<file path="config.mk">
export PLATFORM = sky130hd
export DESIGN_NAME = anc_sample_sequencer
export DESIGN_NICKNAME = d
export VERILOG_FILES = /design/src/rtl/anc_sample_sequencer.sv
export SDC_FILE = /design/constraint.sdc
export NUM_CORES = 1
export LEC_CHECK = 0
export ABC_CLOCK_PERIOD_IN_PS = 7300
export CAP_MARGIN = 20
export CORE_MARGIN = 2
export CORE_UTILIZATION = 45
export DETAILED_ROUTE_END_ITERATION = 12
export PLACE_DENSITY_LB_ADDON = 0.05
export SLEW_MARGIN = 25
export SYNTH_ARGS = -nofsm -noshare
export SYNTH_HDL_FRONTEND = slang
export SYNTH_SLANG_ARGS = --single-unit
export TNS_END_PERCENT = 10
</file>
<file path="constraint.sdc">
create_clock -name clock -period 7.3 [get_ports clock]
set_clock_uncertainty 0.05 [all_clocks]
set_input_delay 0.73 -clock clock [delete_from_list [all_inputs] [get_ports clock]]
set_output_delay 0.73 -clock clock [all_outputs]
set_load 0.05 [all_outputs]
</file>
<file path="src/rtl/anc_sample_sequencer.sv">
// Sequencer for the adaptive noise canceller: paces paired I/Q samples, aligns main to noise,
// runs the train/run/freeze schedule and captures results. Build option ANC_SATURATION_MON_EN adds satCount.
//
// state  | meaning
// -------+-------------------------------------------------------------
// IDLE   | waiting for start; no samples accepted, adaptation off
// TRAIN  | adapting; counting issued samples until TRAIN_SAMPLES
// RUN    | adapting; training complete
// FREEZE | samples still flow, adaptation held off while freeze is high
module anc_sample_sequencer #(
  parameter int DATA_BUS_SIZE = 12,
  parameter int MAX_DELAY     = 8,
  parameter int SAMPLE_PERIOD = 2,
  parameter int TRAIN_SAMPLES = 256,
  parameter int ANC_LATENCY   = 2
) (
  input  logic                             clock,
  input  logic                             reset,
  input  logic                             start,
  input  logic                             freeze,
  input  logic [$clog2(MAX_DELAY+1)-1:0]   delaySel,
  input  logic                             inValid,
  output logic                             inReady,
  input  logic [DATA_BUS_SIZE-1:0]         inSignal_I,
  input  logic [DATA_BUS_SIZE-1:0]         inSignal_Q,
  input  logic [DATA_BUS_SIZE-1:0]         inNoise_I,
  input  logic [DATA_BUS_SIZE-1:0]         inNoise_Q,
  output logic                             ancEnable,
  output logic                             ancAdapt,
  output logic [DATA_BUS_SIZE-1:0]         ancSignal_I,
  output logic [DATA_BUS_SIZE-1:0]         ancSignal_Q,
  output logic [DATA_BUS_SIZE-1:0]         ancNoise_I,
  output logic [DATA_BUS_SIZE-1:0]         ancNoise_Q,
  input  logic [DATA_BUS_SIZE-1:0]         ancResult_I,
  input  logic [DATA_BUS_SIZE-1:0]         ancResult_Q,
  output logic                             outValid,
  output logic [DATA_BUS_SIZE-1:0]         outResult_I,
  output logic [DATA_BUS_SIZE-1:0]         outResult_Q,
  output logic [1:0]                       state,
  output logic                             trainDone
`ifdef ANC_SATURATION_MON_EN
  ,
  output logic [15:0]                      satCount
`endif
);

  localparam int SW = $clog2(MAX_DELAY + 1);
  localparam int GW = (SAMPLE_PERIOD > 1) ? $clog2(SAMPLE_PERIOD) : 1;
  localparam int TW = $clog2(TRAIN_SAMPLES + 1);

  typedef enum logic [1:0] {
    S_IDLE   = 2'd0,
    S_TRAIN  = 2'd1,
    S_RUN    = 2'd2,
    S_FREEZE = 2'd3
  } state_t;

  state_t                   state_q, state_d;
  logic [GW-1:0]            gap_q, gap_d;
  logic [TW-1:0]            train_cnt_q, train_cnt_d;
  logic                     done_q, done_d;
  logic                     en_q;
  logic [ANC_LATENCY-1:0]   pipe_q, pipe_d;
  logic [ANC_LATENCY:0]     en_taps;
  logic                     capture;
  logic                     accept;
  logic [SW-1:0]            sel_c;

  logic [DATA_BUS_SIZE-1:0] dly_i_q [MAX_DELAY];
  logic [DATA_BUS_SIZE-1:0] dly_q_q [MAX_DELAY];
  logic [DATA_BUS_SIZE-1:0] tap_i, tap_q;
  logic [DATA_BUS_SIZE-1:0] sig_i_q, sig_q_q, noise_i_q, noise_q_q;
  logic [DATA_BUS_SIZE-1:0] res_i_q, res_q_q;

  // Handshake and pacing
  assign inReady = (state_q != S_IDLE) && (gap_q == '0);
  assign accept  = inValid & inReady;

  always_comb begin
    gap_d = gap_q;
    if (accept) begin
      gap_d = GW'(SAMPLE_PERIOD - 1);
    end else if (gap_q != '0) begin
      gap_d = gap_q - GW'(1);
    end
  end

  // Alignment tap select; taps hold past accepted samples, newest first
  always_comb begin
    sel_c = delaySel;
    if (delaySel > SW'(MAX_DELAY)) begin
      sel_c = SW'(MAX_DELAY);
    end
  end

  always_comb begin
    tap_i = inSignal_I;
    tap_q = inSignal_Q;
    for (int k = 1; k <= MAX_DELAY; k++) begin
      if (sel_c == SW'(k)) begin
        tap_i = dly_i_q[k-1];
        tap_q = dly_q_q[k-1];
      end
    end
  end

  // Result pipeline: en_taps[0] is the live strobe, en_taps[k] the strobe k cycles ago
  assign en_taps = {pipe_q, en_q};
  assign pipe_d  = en_taps[ANC_LATENCY-1:0];
  assign capture = en_taps[ANC_LATENCY-1];

  // Schedule FSM
  always_comb begin
    state_d     = state_q;
    train_cnt_d = train_cnt_q;
    done_d      = done_q;
    if (start) begin
      state_d     = S_TRAIN;
      train_cnt_d = '0;
      done_d      = 1'b0;
    end else begin
      case (state_q)
        S_IDLE: begin
          state_d = S_IDLE;
        end
        S_TRAIN: begin
          if (en_q) begin
            train_cnt_d = train_cnt_q + TW'(1);
            if (train_cnt_q == TW'(TRAIN_SAMPLES - 1)) begin
              state_d = S_RUN;
              done_d  = 1'b1;
            end
          end
        end
        S_RUN: begin
          if (freeze) state_d = S_FREEZE;
        end
        S_FREEZE: begin
          if (!freeze) state_d = S_RUN;
        end
        default: state_d = S_IDLE;
      endcase
    end
  end

  always_comb begin
    ancAdapt = 1'b0;
    if ((state_q == S_TRAIN) || (state_q == S_RUN)) begin
      ancAdapt = 1'b1;
    end
  end

  always_ff @(posedge clock) begin
    if (reset) begin
      state_q     <= S_IDLE;
      gap_q       <= '0;
      train_cnt_q <= '0;
      done_q      <= 1'b0;
    end else begin
      state_q     <= state_d;
      gap_q       <= gap_d;
      train_cnt_q <= train_cnt_d;
      done_q      <= done_d;
    end
  end

  // A sample accepted in the same cycle as start is consumed but dropped
  always_ff @(posedge clock) begin
    if (reset) begin
      en_q      <= 1'b0;
      pipe_q    <= '0;
      sig_i_q   <= '0;
      sig_q_q   <= '0;
      noise_i_q <= '0;
      noise_q_q <= '0;
      res_i_q   <= '0;
      res_q_q   <= '0;
      for (int k = 0; k < MAX_DELAY; k++) begin
        dly_i_q[k] <= '0;
        dly_q_q[k] <= '0;
      end
    end else if (start) begin
      en_q   <= 1'b0;
      pipe_q <= '0;
      for (int k = 0; k < MAX_DELAY; k++) begin
        dly_i_q[k] <= '0;
        dly_q_q[k] <= '0;
      end
    end else begin
      en_q   <= accept;
      pipe_q <= pipe_d;
      if (accept) begin
        sig_i_q    <= tap_i;
        sig_q_q    <= tap_q;
        noise_i_q  <= inNoise_I;
        noise_q_q  <= inNoise_Q;
        dly_i_q[0] <= inSignal_I;
        dly_q_q[0] <= inSignal_Q;
        for (int k = 1; k < MAX_DELAY; k++) begin
          dly_i_q[k] <= dly_i_q[k-1];
          dly_q_q[k] <= dly_q_q[k-1];
        end
      end
      if (capture) begin
        res_i_q <= ancResult_I;
        res_q_q <= ancResult_Q;
      end
    end
  end

`ifdef ANC_SATURATION_MON_EN
  localparam logic [DATA_BUS_SIZE-1:0] SMAX = {1'b0, {(DATA_BUS_SIZE-1){1'b1}}};
  localparam logic [DATA_BUS_SIZE-1:0] SMIN = {1'b1, {(DATA_BUS_SIZE-1){1'b0}}};

  logic [15:0] sat_q;
  logic        sat_hit;

  assign sat_hit = outValid && ((res_i_q == SMAX) || (res_i_q == SMIN) ||
                                (res_q_q == SMAX) || (res_q_q == SMIN));

  always_ff @(posedge clock) begin
    if (reset || start) begin
      sat_q <= '0;
    end else if (sat_hit && (sat_q != 16'hFFFF)) begin
      sat_q <= sat_q + 16'd1;
    end
  end

  assign satCount = sat_q;
`endif

  assign ancEnable   = en_q;
  assign ancSignal_I = sig_i_q;
  assign ancSignal_Q = sig_q_q;
  assign ancNoise_I  = noise_i_q;
  assign ancNoise_Q  = noise_q_q;
  assign outValid    = pipe_q[ANC_LATENCY-1];
  assign outResult_I = res_i_q;
  assign outResult_Q = res_q_q;
  assign state       = state_q;
  assign trainDone   = done_q;

endmodule

</file>
# After elaboration in Yosys (flattened, before gate mapping)

Memories as Yosys holds them, arrays and structs flattened.
Cells that the tools add are included.

Logic and storage cells: 151
Bits of input ports: 81
Output and inout bits: 79
Register bits: 88
Memories kept: 2
Bits in writable memories: 192

Magnitude comparators: 1
$add $sub $neg: 2
Bitwise operators: 35
Reduce and logical (&&, ||, !) cells: 11
Equal/unequal tests: 20
Mux-type cells: 67

Memory list:

| name    | words | width | read ports | clocked after Yosys merged registers in | write ports | line | text |
|---|---|---|---|---|---|---|---|
| dly_i_q | 8     | 12    | 8          | 0                                       | 8           | 69   | `logic [DATA_BUS_SIZE-1:0] dly_i_q [MAX_DELAY];` |
| dly_q_q | 8     | 12    | 8          | 0                                       | 8           | 70   | `logic [DATA_BUS_SIZE-1:0] dly_q_q [MAX_DELAY];` |

Operator list:

| operator            | count |
|---|---|
| $mux 12             | 48 |
| $or 1x1->1          | 32 |
| $eq 4x3->1 const B  | 4 |
| $mux 1              | 13 |
| $ne 3x3->1 const B  | 4 |
| $add 9x1->9 const B | 1 |
| $eq 9x8->1 const B  | 1 |
| $eq 4x2->1 const B  | 2 |
| $mux 2              | 4 |
| $ne 2x2->1 const B  | 4 |
| $pmux 2 s4          | 1 |
| $reduce_and 4->1    | 2 |
| $reduce_and 2->1    | 3 |
| $eq 2x2->1 const B  | 2 |
| $eq 4x1->1 const B  | 1 |
| $eq 4x4->1 const B  | 1 |
| $gt 4x4->1 const B  | 1 |
| $mux 4              | 1 |
| $reduce_and 3->1    | 1 |
| $eq 2x1->1 const B  | 1 |
| $logic_not 2->1     | 1 |
| $not 1->1           | 2 |
| $reduce_bool 2->1   | 1 |
| $reduce_or 2->1     | 1 |
| other kinds (4)     | 4 |

# Logic depth before layout (Yosys ltp)

Depth after elaboration: 11
Depth in mapped cells: 9

# Worst setup path before layout

Ideal clock, no wire load.

Path type: reg-to-reg
Start point: register state_q[0], in the netlist state[0]
End point: memory dly_i_q[1][0], in the netlist dly_i_q[0][12], enable pin
Path buffers: 0
Setup slack: 3202 ps
Data arrival time: 3616 ps
Cell stages (with the launch flop): 6
Path through: dfxtp_1 > inv_1 > ha_1 > nor2_1 > nand2_1 > nand2_1

RTL lines:

| element                  | line | text |
|---|---|---|
| start: declaration       | 58   | `state_t state_q, state_d;` |
| start signal: assignment | 160  | `state_q <= state_d;` |
| end: declaration         | 69   |  |

==> metrics.md <==
| Metric | Value |
|---|---|
| Status | `finished clean` |
| Final hold vios | `0` |
| Most common cell after layout, fill and taps aside | `nand2_1` |
| Die height | `around 170 um` |
| Final Cell Area | `15200 um2` |
| Clk buf depth | `3` |
| Die area | `approximately 29000 um2` |
| Count of flip-flops with a built-in enable after synthesis | `168` |
| Worst setup SP type | `flop` |
| Post-CTS sizing | `0` |
| Clk slew on worst S/H paths | `approximately 0.060 ns` |
| Finish-stage setup viols | `0` |
| Maximum fanout along the worst path | `97` |
| Post-DR wirelength/cell | `between 15 and 20 um` |
| Routability cong. | `0.741` |
| Total track usage | `0.223` |
| Pwr/cell area | `245 nW/um2` |
| DRT Wirelength | `approximately 32000 um` |
| Worst Setup Path Type | `reg2reg` |
| Synth Register Bits | `280` |
| Final Cycle Share | `0.483` |
| Num CTS Buffers | `31` |
| Layout cells sized above 1 | `0.0817` |
| Main synth FF type | `edfxtp_1` |
| Area growth, synth to finish | `23.3%` |
| First-pass GRT wire length | `50600 um` |
| Synth cell types | `47` |
| Worst hold path class | `reg2reg` |
| DRT Pass-1 Iters | `5` |
| Post-DP HPWL | `around 18000 um` |
| Combinational fraction of design power | `0.087` |
| Synth warn | `0` |
| Post-DP Area | `14100 um2` |
| CTS tree | `done` |
| Max-Cap Viols | `0` |
| Post-synthesis cell count | `1203` |
| Register share of total power | `0.476` |
| CP arrival | `3.89 ns` |
| Initial antenna violation count | `0` |
| DR vias | `9221` |
| Horiz. Die Dim | `170 um` |
| Area of the core | `27000 um2` |
| Fmax | `~0.28 GHz` |
| DR vias/cell | `5.47` |
| Number of DRC markers in iteration 0 | `707` |
| Clk pwr share | `0.437` |
| Routed Antenna Nets | `0` |
| Initial Util | `0.458` |
| DRC | `0` |
| Htree depth | `1` |
| Post-route insts no fill | `1687` |
| Root Buffer | `clkbuf_16` |
| Cell total after placement | `1629` |
| Unrepaired setup endpoints after global routing | `no` |
| Critical Path End Type | `flop` |
| Num ports | `160` |
| Internal Power | `2.84 mW` |
| Sequential fraction of the synthesis area | `0.591` |
| Slew Limit Fails | `0` |
| Setup bufs post-CTS | `0` |
| Clk sink count | `280` |
| P_leak | `5.44 nW` |
| Syn nets | `1291` |
| Highest ir drop seen on vdd | `0.148 mV` |
| Global route overflow | `0` |
| Final min period | `3.53 ns` |
| Sw frac | `0.238` |
| Setup tns final | `0 ns` |
| Mapped cell area | `12300 um2` |
| Most frequent cells in the layout | `197 x nand2_1, 168 x and2_1, 168 x edfxtp_1` |
| Nets | `between 1k and 1.5k` |
| Worst Tran Pin Value | `1.10 ns` |
| Largest net degree at the start of global routing | `98` |
| Synth async-reset ratio | `0` |
| Number of global-route vias before repair | `between 8k and 9k` |
| Rel. slew slack | `0.263` |
| # rows | `60` |
| Switching power | `889 uW` |
| WP data required | `7.66 ns` |
| Clock Latency Late Sink | `about 0.56 ns` |
| # hold bufs at CTS | `0` |
| Diodes inserted | `0` |
| PortBufs | `159` |
| Synthesized area per cell | `about 10 um2` |
-- power by group through the flow --
stage | Combinational (mW) | Clock, mW | Sequential, mW
finish | 0.326 | 1.63 | 1.77
global placement | 0.326 | 0 | 1.80
global route | 0.351 | 1.73 | 1.78
detailed placement | 0.326 | 0 | 1.81
CTS | 0.327 | 1.66 | 1.77
floorplan | 0.158 | 0 | 1.83
-- layer usage --
metal | up-vias | track usage | part of all wire
met5 | - | 0 | 0
met4 | 0 | 0.0401 | 0.012
met3 | 30 | 0.0359 | 0.073
met2 | 280 | 0.341 | 0.45
met1 | 4460 | 0.337 | 0.47
li1 | 4451 | - | -
-- cell families after synthesis --
group | Yosys count | share of synthesized area
mux | 47 | 0.0406
fa+ha+maj | 7 | 0.00710
xor+xnor | 5 | 0.00355
simple gates | 510 | 0.205
compound gates | 254 | 0.118
flops | 280 | 0.591
buf+inv | 100 | 0.0346
-- cell usage after synthesis, types with 16 or more instances --
master | number | area [um2]
nand2_1 | 200 | 751
and2_1 | 168 | 1050
edfxtp_1 | 168 | 5040
dfxtp_1 | 112 | 2240
a21oi_1 | 103 | 515
clkbuf_1 | 66 | 248
nor2_1 | 47 | 176
nand3_1 | 46 | 230
o21ai_0 | 37 | 185
o21ai_1 | 37 | 185
o22ai_1 | 26 | 163
mux2_2 | 24 | 270
mux2i_1 | 23 | 230
a22oi_1 | 21 | 158
a32oi_1 | 21 | 184
or2_0 | 18 | 113
buf_2 | 16 | 80.1
-- critical path, cell delays in order (launching register included) --
cell     delay (ns)
dfxtp_1        0.41
inv_1          0.11
ha_1           0.21
nor2_1         0.25
nand3_4        0.37
nor2_4         0.54
buf_4          0.44
buf_4          0.71
and2_1         0.23
-- path summary, 6_finish.rpt --
| kind | slack (ns) | from | end | depth (start not counted) |
|---|---|---|---|---|
| worst min-delay path | 0.40 | ancSignal_I[7] | ancSignal_I[7] | 2 |
| worst max-delay path | 3.77 | state[0] | dly_q_q[0][32] | 8 |
| worst max register to register | 3.77 | state[0] | dly_q_q[0][32] | 8 |
| worst min register to register | 0.40 | ancSignal_I[7] | ancSignal_I[7] | 2 |
-- cell type report --
cell class,count,area [um2]
Tap cell,341,427
Sequential cell,280,7290
Clock buffer,36,857
Timing Repair Buffer,176,1710
Multi-Input combinational cell,823,4670
Fill cell,2385,11700
Clock inverter,22,219
Inverter,9,33.8
-- stage by stage --
stage / utilization / hold slack (ns) / worst slack (ns) / total power, mW
finish: 0.564 / 0.399 / 3.77 / 3.73
global route: 0.564 / 0.417 / 3.38 / 3.86
CTS: 0.564 / 0.402 / 3.69 / 3.77
detailed placement: 0.524 / 0.394 / 3.29 / 2.13
global placement: 0.524 / 0.390 / 3.33 / 2.13
floorplan: - / 0.394 / 3.20 / 1.99
-- registers in the layout, summed over array words and instances, names as in the netlist --
register	cells
dly_i_q	96
ancEnable	1
ancSignal_Q	12
gap_q	1
ancSignal_I	12
ancNoise_I	12
dly_q_q	96
state	2
outResult_Q	12
pipe_q	2
outResult_I	12
train_cnt_q	9
trainDone	1
ancNoise_Q	12
(Power assumes the default switching activity.)
